## src/rtl/uart_pkg.sv

```systemverilog
// rtl/uart_pkg.sv - shared UART transmit-path constants, FIFO status masks and TX FSM encoding
package uart_pkg;

    localparam int UART_DATA_BITS = 8;

    // FIFO status word bit masks
    localparam logic [3:0] FIFO_EMPTY  = 4'd1;
    localparam logic [3:0] FIFO_FULL   = 4'd2;
    localparam logic [3:0] FIFO_AFULL  = 4'd4;
    localparam logic [3:0] FIFO_AEMPTY = 4'd8;

    typedef enum logic [2:0] {
        S_IDLE,
        S_READ,
        S_LOAD,
        S_START,
        S_DATA,
        S_PARITY,
        S_STOP
    } tx_state_e;

endpackage

```

## src/rtl/uart_tx_serializer_if.sv

```systemverilog
// rtl/uart_tx_serializer_if.sv - FIFO-side and line-side signals of the UART transmit serializer
interface uart_tx_serializer_if
    import uart_pkg::*;
();

    logic                      Enable;
    logic                      Fifo_Empty;
    logic [UART_DATA_BITS-1:0] Fifo_Data;
    logic                      Fifo_Read;
    logic                      Tx;
    logic                      Busy;
    logic                      Tx_Done;

    modport master (
        output Enable, Fifo_Empty, Fifo_Data,
        input  Fifo_Read, Tx, Busy, Tx_Done
    );

    modport slave (
        input  Enable, Fifo_Empty, Fifo_Data,
        output Fifo_Read, Tx, Busy, Tx_Done
    );

endinterface

```

## src/rtl/uart_bit_timer.sv

```systemverilog
// rtl/uart_bit_timer.sv - bit-period counter with synchronous clear and terminal-count pulse
module uart_bit_timer #(
    parameter int CLKS_PER_BIT = 16
) (
    input  logic clk_i,
    input  logic rst_i,
    input  logic clear_i,
    output logic tc_o
);

    localparam int                CNT_W = $clog2(CLKS_PER_BIT);
    localparam logic [CNT_W-1:0]  LAST  = CNT_W'(CLKS_PER_BIT - 1);

    logic [CNT_W-1:0] cnt_q, cnt_d;

    assign tc_o = !clear_i && (cnt_q == LAST);

    // Terminal count wraps straight to zero so consecutive bits share no dead cycle.
    always_comb begin
        cnt_d = cnt_q + CNT_W'(1);
        if (clear_i || tc_o) begin
            cnt_d = '0;
        end
    end

    always_ff @(posedge clk_i) begin
        if (rst_i) begin
            cnt_q <= '0;
        end else begin
            cnt_q <= cnt_d;
        end
    end

endmodule

```

## src/rtl/uart_tx_serializer.sv

```systemverilog
// rtl/uart_tx_serializer.sv - pops bytes from the TX FIFO and serializes them as UART frames
// Optional parity bit after the data bits when UART_PARITY_EN is defined.
module uart_tx_serializer
    import uart_pkg::*;
#(
    parameter int CLKS_PER_BIT = 16,
    parameter int STOP_BITS    = 1,
    parameter int PARITY_ODD   = 0
) (
    input logic                 Clk,
    input logic                 Reset,
    uart_tx_serializer_if.slave bus
);

    localparam logic [2:0] STOP_LAST = 3'(STOP_BITS - 1);

    tx_state_e                 state_q, state_d;
    logic [UART_DATA_BITS-1:0] shreg_q, shreg_d;
    logic [2:0]                bit_idx_q, bit_idx_d;
    logic                      tx_q, tx_d;
    logic                      fifo_read_q;
    logic                      busy_q;
    logic                      tx_done_q, tx_done_d;
    logic                      bit_tc;
    logic                      timer_clear;
    logic                      start_frame;
`ifdef UART_PARITY_EN
    logic                      parity_q, parity_d;
`endif

    assign timer_clear = (state_q == S_IDLE) || (state_q == S_READ) || (state_q == S_LOAD);
    assign start_frame = bus.Enable && !bus.Fifo_Empty;

    uart_bit_timer #(
        .CLKS_PER_BIT(CLKS_PER_BIT)
    ) u_bit_timer (
        .clk_i   (Clk),
        .rst_i   (Reset),
        .clear_i (timer_clear),
        .tc_o    (bit_tc)
    );

    always_comb begin
        state_d   = state_q;
        shreg_d   = shreg_q;
        bit_idx_d = bit_idx_q;
        tx_done_d = 1'b0;
`ifdef UART_PARITY_EN
        parity_d  = parity_q;
`endif
        case (state_q)
            S_IDLE: begin
                if (start_frame) begin
                    state_d = S_READ;
                end
            end
            S_READ: begin
                state_d = S_LOAD;
            end
            S_LOAD: begin
                shreg_d = bus.Fifo_Data;
`ifdef UART_PARITY_EN
                parity_d = (^bus.Fifo_Data) ^ (PARITY_ODD != 0);
`endif
                state_d = S_START;
            end
            S_START: begin
                if (bit_tc) begin
                    bit_idx_d = 3'd0;
                    state_d   = S_DATA;
                end
            end
            S_DATA: begin
                if (bit_tc) begin
                    shreg_d = shreg_q >> 1;
                    if (bit_idx_q == 3'd7) begin
                        bit_idx_d = 3'd0;
`ifdef UART_PARITY_EN
                        state_d   = S_PARITY;
`else
                        state_d   = S_STOP;
`endif
                    end else begin
                        bit_idx_d = bit_idx_q + 3'd1;
                    end
                end
            end
`ifdef UART_PARITY_EN
            S_PARITY: begin
                if (bit_tc) begin
                    state_d = S_STOP;
                end
            end
`endif
            S_STOP: begin
                // bit_idx_q doubles as the stop-bit counter here.
                if (bit_tc) begin
                    if (bit_idx_q == STOP_LAST) begin
                        bit_idx_d = 3'd0;
                        tx_done_d = 1'b1;
                        state_d   = start_frame ? S_READ : S_IDLE;
                    end else begin
                        bit_idx_d = bit_idx_q + 3'd1;
                    end
                end
            end
            default: begin
                state_d = S_IDLE;
            end
        endcase
    end

    // Line level is registered from the next state so Tx never glitches.
    always_comb begin
        tx_d = 1'b1;
        case (state_d)
            S_START: tx_d = 1'b0;
            S_DATA:  tx_d = shreg_d[0];
`ifdef UART_PARITY_EN
            S_PARITY: tx_d = parity_d;
`endif
            default: tx_d = 1'b1;
        endcase
    end

    always_ff @(posedge Clk) begin
        if (Reset) begin
            state_q     <= S_IDLE;
            shreg_q     <= '0;
            bit_idx_q   <= 3'd0;
            tx_q        <= 1'b1;
            fifo_read_q <= 1'b0;
            busy_q      <= 1'b0;
            tx_done_q   <= 1'b0;
`ifdef UART_PARITY_EN
            parity_q    <= 1'b0;
`endif
        end else begin
            state_q     <= state_d;
            shreg_q     <= shreg_d;
            bit_idx_q   <= bit_idx_d;
            tx_q        <= tx_d;
            fifo_read_q <= (state_d == S_READ);
            busy_q      <= (state_d != S_IDLE);
            tx_done_q   <= tx_done_d;
`ifdef UART_PARITY_EN
            parity_q    <= parity_d;
`endif
        end
    end

    assign bus.Tx        = tx_q;
    assign bus.Fifo_Read = fifo_read_q;
    assign bus.Busy      = busy_q;
    assign bus.Tx_Done   = tx_done_q;

endmodule

```

## src/flat_wrapper.sv

```systemverilog
// flat-port wrapper written by rule: the top's interface ports become plain ports
module uart_tx_serializer_flat import uart_pkg::*;
#(
    parameter int CLKS_PER_BIT = 16,
    parameter int STOP_BITS    = 1,
    parameter int PARITY_ODD   = 0
)
  (Clk, Reset, bus_Enable, bus_Fifo_Empty, bus_Fifo_Data, bus_Fifo_Read, bus_Tx, bus_Busy, bus_Tx_Done);
  uart_tx_serializer_if bus_i ();
  input logic Clk;
  input logic Reset;
  input wire logic [$bits(bus_i.Enable)-1:0] bus_Enable;
  input wire logic [$bits(bus_i.Fifo_Empty)-1:0] bus_Fifo_Empty;
  input wire logic [$bits(bus_i.Fifo_Data)-1:0] bus_Fifo_Data;
  output wire logic [$bits(bus_i.Fifo_Read)-1:0] bus_Fifo_Read;
  output wire logic [$bits(bus_i.Tx)-1:0] bus_Tx;
  output wire logic [$bits(bus_i.Busy)-1:0] bus_Busy;
  output wire logic [$bits(bus_i.Tx_Done)-1:0] bus_Tx_Done;
  assign bus_i.Enable = bus_Enable;
  assign bus_i.Fifo_Empty = bus_Fifo_Empty;
  assign bus_i.Fifo_Data = bus_Fifo_Data;
  assign bus_Fifo_Read = bus_i.Fifo_Read;
  assign bus_Tx = bus_i.Tx;
  assign bus_Busy = bus_i.Busy;
  assign bus_Tx_Done = bus_i.Tx_Done;
  uart_tx_serializer #(.CLKS_PER_BIT(CLKS_PER_BIT), .STOP_BITS(STOP_BITS), .PARITY_ODD(PARITY_ODD)) u_core (.Clk(Clk), .Reset(Reset), .bus(bus_i));
endmodule
```

## config.mk

```make
export PLATFORM = sky130hd
export DESIGN_NAME = uart_tx_serializer_flat
export DESIGN_NICKNAME = d
export VERILOG_FILES = /design/src/rtl/uart_pkg.sv /design/src/rtl/uart_tx_serializer_if.sv /design/src/rtl/uart_bit_timer.sv /design/src/rtl/uart_tx_serializer.sv /design/src/flat_wrapper.sv
export SDC_FILE = /design/constraint.sdc
export NUM_CORES = 1
export LEC_CHECK = 0
export ABC_AREA = 1
export CORE_ASPECT_RATIO = 1.1
export CORE_MARGIN = 5
export CORE_UTILIZATION = 56
export DETAILED_ROUTE_END_ITERATION = 16
export GPL_TIMING_DRIVEN = 0
export HOLD_SLACK_MARGIN = 0.06
export PLACE_DENSITY = 0.82
export RECOVER_POWER = 25
export SLEW_MARGIN = 20
export SYNTH_ARGS = -nofsm -noshare
export SYNTH_HDL_FRONTEND = slang
export SYNTH_SLANG_ARGS = --single-unit
```

## constraint.sdc

```tcl
create_clock -name Clk -period 2 [get_ports Clk]
set_input_delay 0.5 -clock Clk [delete_from_list [all_inputs] [get_ports Clk]]
set_output_delay 0.5 -clock Clk [all_outputs]
set_load 0.005 [all_outputs]
```

# Word level (Yosys, flattened, before mapping)
# Cells that the tools add are included.
# W data, S select, Z words.
# op_classes
addsub	2
n_bitwise	2
mux	18
reduce_logical	16
shifts	0
n_div	0
n_eq_ne	13
mul	0
n_lt_le_gt_ge	0
# ops
op	count
$mux W3	11
$pmux W3 S6	1
$pmux W8 S2	1
$eq A3 B3 Y1 const B	4
$eq A3 B2 Y1 const B	3
$pmux W3 S3	1
$mux W8	1
$eq A3 B1 Y1 const B	2
$logic_not A3 Y1	2
$ne A2 B2 Y1 const B	3
$reduce_bool A3 Y1	2
$add A4 B1 Y4 const B	1
$eq A4 B4 Y1 const B	1
$reduce_and A4 Y1	1
$add A3 B1 Y3 const B	1
$logic_or A1 B1 Y1	3
$reduce_or A3 Y1	1
$logic_and A1 B1 Y1	2
$logic_not A1 Y1	2
$mux W1	2
$not A1 Y1	2
$pmux W1 S2	1
$reduce_and A2 Y1	1
$reduce_bool A2 Y1	1
$reduce_or A2 Y1	1
# word_totals
word_cells	60
mem_bits_ro	0
memories	0
output_inout_bits	4
ramBits	0
reg_bits	22
latch_bits	0
in_bits	12

# Depth between registers and ports, before layout
# Gate-level depths: netlist (run 1).
# depth
depth_word	9
depth_mapped	11
depth_no_buf	11

# Hierarchy
# A second synthesis (run 1) with hierarchy kept.
# hier_totals
hier_cells	160
area_unflattened_um2	1112.3
# by_module_without_submodules
module	seq_area_each_um2	area_each_um2	n_inst	cells_per_inst
uart_tx_serializer	360.3	945.9	1	141
uart_bit_timer	80.1	166.4	1	19

# Worst setup path before layout (run 1)
# Ideal clock, no wire load.
# synth_path
path_kind	register to register
from	register u_core.u_bit_timer.cnt_q[0]
to	register u_core.tx_q, in the netlist u_core.bus.Tx
setup_time_ns	0.116
n_path_buf	0
required_ns	1.884
arrival_time_ns	1.232
slack_ns	0.652
path_stages_with_launch	9
synth_period_minus_slack_ns	1.348
cell_sequence	dfxtp_1 > ha_1 > nand2_1 > nor2_8 > nand3_1 > nand2_1 > nand3_1 > o21ai_1 > nand2_1
# synth_via
elab_chain_cells	6
elab_cells_between_ends	11
cone_classes	3 x eq/ne; 7 x mux; 1 x reduce/logical
# synth_lines
element	line_no	rtl
start, declared	uart_bit_timer.sv:14	logic [CNT_W-1:0] cnt_q, cnt_d;
start signal, assigned	uart_bit_timer.sv:30	cnt_q <= cnt_d;
$eq A4 B4 Y1 *	uart_bit_timer.sv:16	assign tc_o = !clear_i && (cnt_q == LAST);
$logic_and A1 B1 Y1 *	uart_bit_timer.sv:16	
$mux W3 (on tied branches)	uart_tx_serializer.sv:97, uart_tx_serializer.sv:68, uart_tx_serializer.sv:74	
$pmux W3 S6	uart_tx_serializer.sv:51	case (state_q)
$eq A3 B3 Y1 / $eq A3 B2 Y1 (equally long branches)	uart_tx_serializer.sv:116	case (state_d)
$pmux W1 S2 *	uart_tx_serializer.sv:116	
end signal, assigned	uart_tx_serializer.sv:142	tx_q <= tx_d;
end, declared	uart_tx_serializer.sv:20	logic tx_q, tx_d;
# Mark *: on every way between the ends. The rest lies on a longest branch, timed or not. The select of a mux whose other input is x is not followed.
# A chain may end at the register's enable or synchronous reset.

# Worst setup path in the final report (run 1)
# layout_path
from	register u_core.tx_q, in the netlist u_core.bus.Tx
to	output port bus_Tx
# layout_lines
element	line_no	rtl
end, declared	flat_wrapper.sv:16	output wire logic [$bits(bus_i.Tx)-1:0] bus_Tx;
# No word-level cell between the ends.

==> results of run 1 <==
## how the worst min path moves through the flow
stage | endpoint | slack [ns] | cells past startpoint
final | u_core.u_bit_timer.cnt_q[0] | 0.46 | 1
after global routing | u_core.u_bit_timer.cnt_q[0] | 0.48 | 1
after CTS | u_core.u_bit_timer.cnt_q[0] | 0.46 | 1
after detailed placement | u_core.u_bit_timer.cnt_q[0] | 0.44 | 1
after global placement | u_core.u_bit_timer.cnt_q[0] | 0.43 | 1
after floorplan | u_core.u_bit_timer.cnt_q[0] | 0.42 | 1
## state kept, by name, indices dropped and copies added, names as in the netlist
signal / cells
u_core.shreg_q: 8
u_core.bus.Busy: 1
u_core.bus.Tx: 1
u_core.bit_idx_q: 3
u_core.state_q: 3
u_core.bus.Tx_Done: 1
u_core.u_bit_timer.cnt_q: 4
u_core.bus.Fifo_Read: 1
## through the flow
step                      std cells  worst slack (ns)  utilization
after floorplan                 147             0.652            -
after global placement          180             0.229        0.684
after detailed placement        180             0.191        0.684
after CTS                       184             0.352        0.713
after global routing            184             0.299        0.713
final                           184             0.372        0.713
## cell type report
type | count | area [um^2]
multi-input cells | 107 | 552
fillers | 149 | 517
flip-flops and latches | 22 | 440
repair buffers | 15 | 150
inverters | 17 | 63.8
clock inverters | 1 | 30.0
clock buffers | 3 | 22.5
well taps | 18 | 22.5
plain buffers | 1 | 3.75
## cells in the mapped netlist
library cell	n
inv_2	5
nor3b_1	1
nor2_4	2
nand4_1	1
a21oi_2	2
and2_1	1
nor2_8	1
nor2_2	1
ha_1	4
inv_1	12
dfxtp_1	22
o21ai_1	1
nand2_2	4
nor2_1	21
o21ai_0	3
clkbuf_1	1
nor3_1	2
a21oi_1	6
nand3_1	14
a31oi_1	6
xor2_1	1
nand2_1	36
## cells by family (layout without fill, tap and decap cells)
| logic type | count (synthesis) | count (layout) | share of synthesized area |
|---|---|---|---|
| compound gates | 18 | 18 | 0.0992 |
| xor+xnor | 1 | 1 | 0.00827 |
| fa+ha+maj | 4 | 4 | 0.0472 |
| buf+inv | 18 | 37 | 0.0637 |
| flops | 22 | 22 | 0.416 |
| simple gates | 84 | 84 | 0.366 |
## layer usage
layer  global-route usage  vias to the layer above
met1                0.197                      448
li1                     -                      510
met5                    0                        -
met3               0.0402                        2
met2                0.287                       30
met4               0.0749                        0
## power breakdown
group / total [mW] / internal (mW) / switching [mW] / leakage [nW]
clock: 0.337 / 0.202 / 0.134 / 0.0279
sequential: 0.480 / 0.462 / 0.0178 / 0.178
combinational: 0.126 / 0.0601 / 0.0662 / 0.343
total: 0.942 / 0.724 / 0.218 / 0.549
==> flow_metrics.tcl, run 1 <==
set metrics [dict create \
    cts_buffers 3 \
    final_common_cell "nand2_1" \
    core_area_mm2 0.00180 \
    drc 0 \
    maxUsedRoutingLayer "met4" \
    avgSynthCellArea_um2 7.21 \
    fmax_mhz 614 \
    cp_num_cells 1 \
    ys_seq_elements 22 \
    drv_cap 0 \
    critical_path_required_ns 1.50 \
    place_congestion 0.908 \
    ir_drop_mv 0.610 \
    crit_fanout 1 \
    status "finished, final reports clean" \
    reg2reg_slack_ns 0.45 \
    fin_setup_tns_ns 0 \
    n_antenna_cell 0 \
    crit_type "flop to output pin" \
    ios 16 \
    p_leak_nw 0.549 \
    track_usage 0.169 \
    routed-wl-met3_um 137 \
    wl_met1_um 897 \
    nets 183 \
    start_kind "flop" \
    clk_pin_slew_ns 0.13 \
    design_area_mm2 0.00128 \
    die_x_um 51.5 \
    yosysSeqAreaShare 0.416 \
    rsz0062_at_grt "no" \
    slowest_stage "clkdlybuf4s50_1" \
    post-cts-setup-buffers 0 \
    yosysWarnings 0 \
    hold_viol 0 \
    max_stage_delay_ns 0.49 \
    grt_max_degree 14 \
    grt_pass1_vias 975 \
    post-route-min-period_ns 1.63 \
    synth_top_area_frac 0.416 \
    startpoint "u_core.bus.Tx" \
    endpoint_kind "output pin" \
    cts_root_buf "clkbuf_4" \
    reg2regPathDepth 8 \
    grt_first_pass_wirelength_um 3880 \
    dr.pass1.iters 4 \
    insertion_delay_ns 0.30 \
    finalClockSkew_ns 0.00785 \
    slew_headroom 0.654 \
    die_y_um 55.6 \
    r2r_end "u_core.bus.Tx" \
    tightest_slew_ns 0.519 \
    wire_per_inst_um 11.7 \
    dp_hpwl_um 1670 \
    crit_arrival_ns 1.13 \
    power-per-cell-area_mw_per_mm2 733 \
    netlist_top_cells_area "dfxtp_1 42%, nand2_1 13%, nor2_1 7.4%, nand3_1 6.6%, ha_1 4.7%" \
    htreeDepth 1 \
    endpoint "bus_Tx" \
    drt-total-wl_um 2160 \
    critPathTopFamily "buffers and inverters" \
    clock-sinks 22 \
    cts_hold_buf 0 \
    yosysTopAreaCell "dfxtp_1" \
    cts_tree "done" \
    start_util 0.588 \
    via_per_inst 5.38 \
    numPortBuffers 15 \
    cp_cell_sequence "clkdlybuf4s50_1" \
    rows 16 \
    finalMaxSlewViolations 0 \
    setup_viol 0 \
    power_mw 0.942 \
    layout-drive-gt1-share 0.114 \
    synthCells 147 \
    fin_crit_sh 0.814 \
    antenna_found_initial 0 \
    max-clock-path-buffers 2 \
    synth_area_mm2 0.00106 \
    syn-num-nets 163 \
    ctsResizeCount 0 \
    yosysUniqueCellTypes 22 \
    ant_nets 0 \
    layout_common_cells "36 x nand2_1, 22 x dfxtp_1, 21 x nor2_1" \
    dpl_cell_area_mm2 0.00123 \
    reg2reg_from "u_core.u_bit_timer.cnt_q[0]" \
    hold_ws_ns 0.461 \
    min-delay-start "u_core.u_bit_timer.cnt_q[0]" \
    path_buf_inv 1 \
    area_delta_synth_final_pct 21.3 \
    die_area_mm2 0.00286 \
    holdCritPathClass "flop to flop" \
    grt_overflow_total 0 \
    via_count 990 \
    wl_met2_um 1110 \
    drt_iter0_markers 39 \
]
Power figures use the tool's default switching activity.
==> run 2: changes to the inputs <==
--- a/config.mk
+++ b/config.mk
@@ -8,11 +8,11 @@
 export ABC_AREA = 1
 export CORE_ASPECT_RATIO = 1.1
 export CORE_MARGIN = 5
-export CORE_UTILIZATION = 56
+export CORE_UTILIZATION = 47
 export DETAILED_ROUTE_END_ITERATION = 16
 export GPL_TIMING_DRIVEN = 0
 export HOLD_SLACK_MARGIN = 0.06
-export PLACE_DENSITY = 0.82
+export PLACE_DENSITY = 0.74
 export RECOVER_POWER = 25
 export SLEW_MARGIN = 20
 export SYNTH_ARGS = -nofsm -noshare
==> constraint.sdc (replaced) <==
create_clock -name Clk -period 1.38 [get_ports Clk]
set_input_delay 0.345 -clock Clk [delete_from_list [all_inputs] [get_ports Clk]]
set_output_delay 0.345 -clock Clk [all_outputs]
set_load 0.005 [all_outputs]
==> flow_metrics.tcl, run 2 (synthesis results as in run 1) <==
set metrics [dict create \
    setup_viol 3 \
    reg2regPathDepth 8 \
    ios 16 \
    crit_type "flop to flop" \
    violations "setup timing" \
    layout_common_cells "32 x nand2_1, 17 x nor2_1, 15 x dfxtp_1" \
    nets 187 \
    finalClockSkew_ns 0.00601 \
    finalMaxSlewViolations 0 \
    die_area_mm2 0.00331 \
    fmax_mhz 704 \
    grt_overflow_total 0 \
    reg_top3 "u_core.shreg_q x8, u_core.u_bit_timer.cnt_q x4" \
    power-per-cell-area_mw_per_mm2 860 \
    pwr-share-clk 0.275 \
    core_area_mm2 0.00221 \
    swShare 0.267 \
    holdCritPathClass "flop to flop" \
    p_leak_nw 0.617 \
    die_y_um 59.8 \
    insertion_delay_ns 0.31 \
    die_x_um 55.3 \
    seqCellArea_um2 452 \
    crit_arrival_ns 1.63 \
    cts_tree "done" \
    n_antenna_cell 0 \
    worst_slack_ns -0.0395 \
    drt_iter0_markers 11 \
    ir_drop_mv 0.621 \
    ant_nets 0 \
    final_cells 200 \
    layout-drive-gt1-share 0.318 \
    reg2reg_slack_ns -0.04 \
    critical_path_required_ns 1.60 \
    cts_root_buf "clkbuf_4" \
    dp_hpwl_um 1700 \
    dr.pass1.iters 4 \
    switching_power_mw 0.338 \
    start_util 0.480 \
    start_kind "flop" \
    clock-sinks 22 \
    grt_max_degree 13 \
    clk_pin_slew_ns 0.12 \
    antenna_found_initial 0 \
    drc 0 \
    final_common_cell "nand2_1" \
    largest_reg_flops 8 \
    top_register "u_core.shreg_q" \
    slew_headroom 0.620 \
    endpoint_kind "flop" \
    max-clock-path-buffers 2 \
    fin_crit_sh 1.03 \
    reg2reg_from "u_core.bit_idx_q[1]" \
    via_per_inst 5.17 \
    rows 18 \
    area_delta_synth_final_pct 39.1 \
    cts_buffers 3 \
    post-route-min-period_ns 1.42 \
    startpoint "u_core.bit_idx_q[1]" \
    multiInputGateArea_um2 706 \
    hold_viol 0 \
    comb_power_share 0.175 \
    drt-total-wl_um 2470 \
    status "finished with violations" \
    r2r_end "u_core.bus.Tx" \
    crit_fanout 3 \
    tightest_slew_ns 0.571 \
    numPortBuffers 15 \
    dp.cells 192 \
    htreeDepth 1 \
    via_count 1033 \
    power_mw 1.27 \
    p_seq_frac 0.550 \
    grt_pass1_vias 924 \
    wire_per_inst_um 12.3 \
    endpoint "u_core.bus.Tx" \
    track_usage 0.140 \
    fillers 194 \
    place_congestion 0.834 \
    cellInternalPower_mw 0.930 \
    drv_cap 0 \
    grt_first_pass_wirelength_um 3760 \
    rsz0062_at_grt "yes" \
]
## run 2: how the worst min path moves through the flow
| stage | startpoint | end | slack (ns) | cells past startpoint |
|---|---|---|---|---|
| 2_1_floorplan | Reset | u_core.shreg_q[1] | 0.41 | 1 |
| 3_3_place_gp | u_core.u_bit_timer.cnt_q[0] | u_core.u_bit_timer.cnt_q[0] | 0.43 | 1 |
| 3_5_place_dp | u_core.u_bit_timer.cnt_q[0] | u_core.u_bit_timer.cnt_q[0] | 0.44 | 1 |
| 4_1_cts | u_core.shreg_q[7] | u_core.shreg_q[7] | 0.49 | 2 |
| 5_1_grt | u_core.shreg_q[7] | u_core.shreg_q[7] | 0.51 | 2 |
| 6_report | u_core.shreg_q[7] | u_core.shreg_q[7] | 0.48 | 2 |
## run 2: critical path, stage by stage (launching register included)
cell and delay [ns]:
dfxtp_2 0.36, ha_2 0.20, ha_4 0.16, nand3_1 0.09
nor2_1 0.06, nor2_2 0.15, nand3_4 0.11, o21ai_2 0.15
nand2_1 0.05
## run 2: area by class of cell
type / instances / area share
clock buffer: 4 / 0.0246
buffer: 1 / 0.00255
inverter: 17 / 0.0433
sequential: 22 / 0.306
tap: 30 / 0.0255
timing repair buffer: 19 / 0.119
multi-input combinational: 107 / 0.479
## run 2: through the flow
stage	setup WS [ns]	setup TNS (ns)	cell area, um^2	hold slack (ns)	utilization
2_1_floorplan	0.0322	0	1060	0.414	-
3_3_place_gp	-0.239	-2.67	1250	0.428	0.565
3_5_place_dp	-0.240	-3.03	1250	0.445	0.565
4_1_cts	-0.0208	-0.0208	1320	0.487	0.600
5_1_grt	-0.107	-0.633	1470	0.514	0.668
6_report	-0.0395	-0.101	1470	0.485	0.668
## run 2: power groups by stage
stage               combinational, mW  sequential, mW  clock, mW
floorplan                       0.106           0.704          0
global placement                0.184           0.706          0
detailed placement              0.186           0.708          0
CTS                             0.182           0.694      0.359
global route                    0.247           0.703      0.386
finish                          0.221           0.698      0.349
## run 2: routing by layer
metal / GRT usage / part of all wire
met4: 0.0521 / 0.019
met3: 0.0238 / 0.039
met2: 0.289 / 0.54
met1: 0.141 / 0.40
met5: 0 / 0
## run 2: repair_timing
action | CTS | global route
gates resized for setup | 15 | 35
hold endpoints to repair | 0 | 0
endpoints found under the setup margin | 18 | 14
hold buffers | 0 | 0
buffers inserted | 1 | 3
pin swaps | 2 | 11
==> run 3: changes to the inputs <==
--- a/config.mk
+++ b/config.mk
@@ -8,11 +8,11 @@
 export ABC_AREA = 1
 export CORE_ASPECT_RATIO = 1.1
 export CORE_MARGIN = 5
-export CORE_UTILIZATION = 47
+export CORE_UTILIZATION = 56
 export DETAILED_ROUTE_END_ITERATION = 16
 export GPL_TIMING_DRIVEN = 0
 export HOLD_SLACK_MARGIN = 0.06
-export PLACE_DENSITY = 0.74
+export PLACE_DENSITY = 0.82
 export RECOVER_POWER = 25
 export SLEW_MARGIN = 20
 export SYNTH_ARGS = -nofsm -noshare
==> constraint.sdc (replaced) <==
create_clock -name Clk -period 1.8 [get_ports Clk]
set_input_delay 0.45 -clock Clk [delete_from_list [all_inputs] [get_ports Clk]]
set_output_delay 0.45 -clock Clk [all_outputs]
set_load 0.005 [all_outputs]
==> results of run 3 <==
The final DEF is identical to that of run 1. Status: finished, final reports clean.
Main changes from that run: setup slack after placement 0.191 ns -> 0.0405 ns; setup slack after layout 0.372 ns -> 0.222 ns; register-to-register setup slack 0.45 ns -> 0.25 ns; total power 0.942 mW -> 1.05 mW; worst IR drop on VDD 0.610 mV -> 0.678 mV
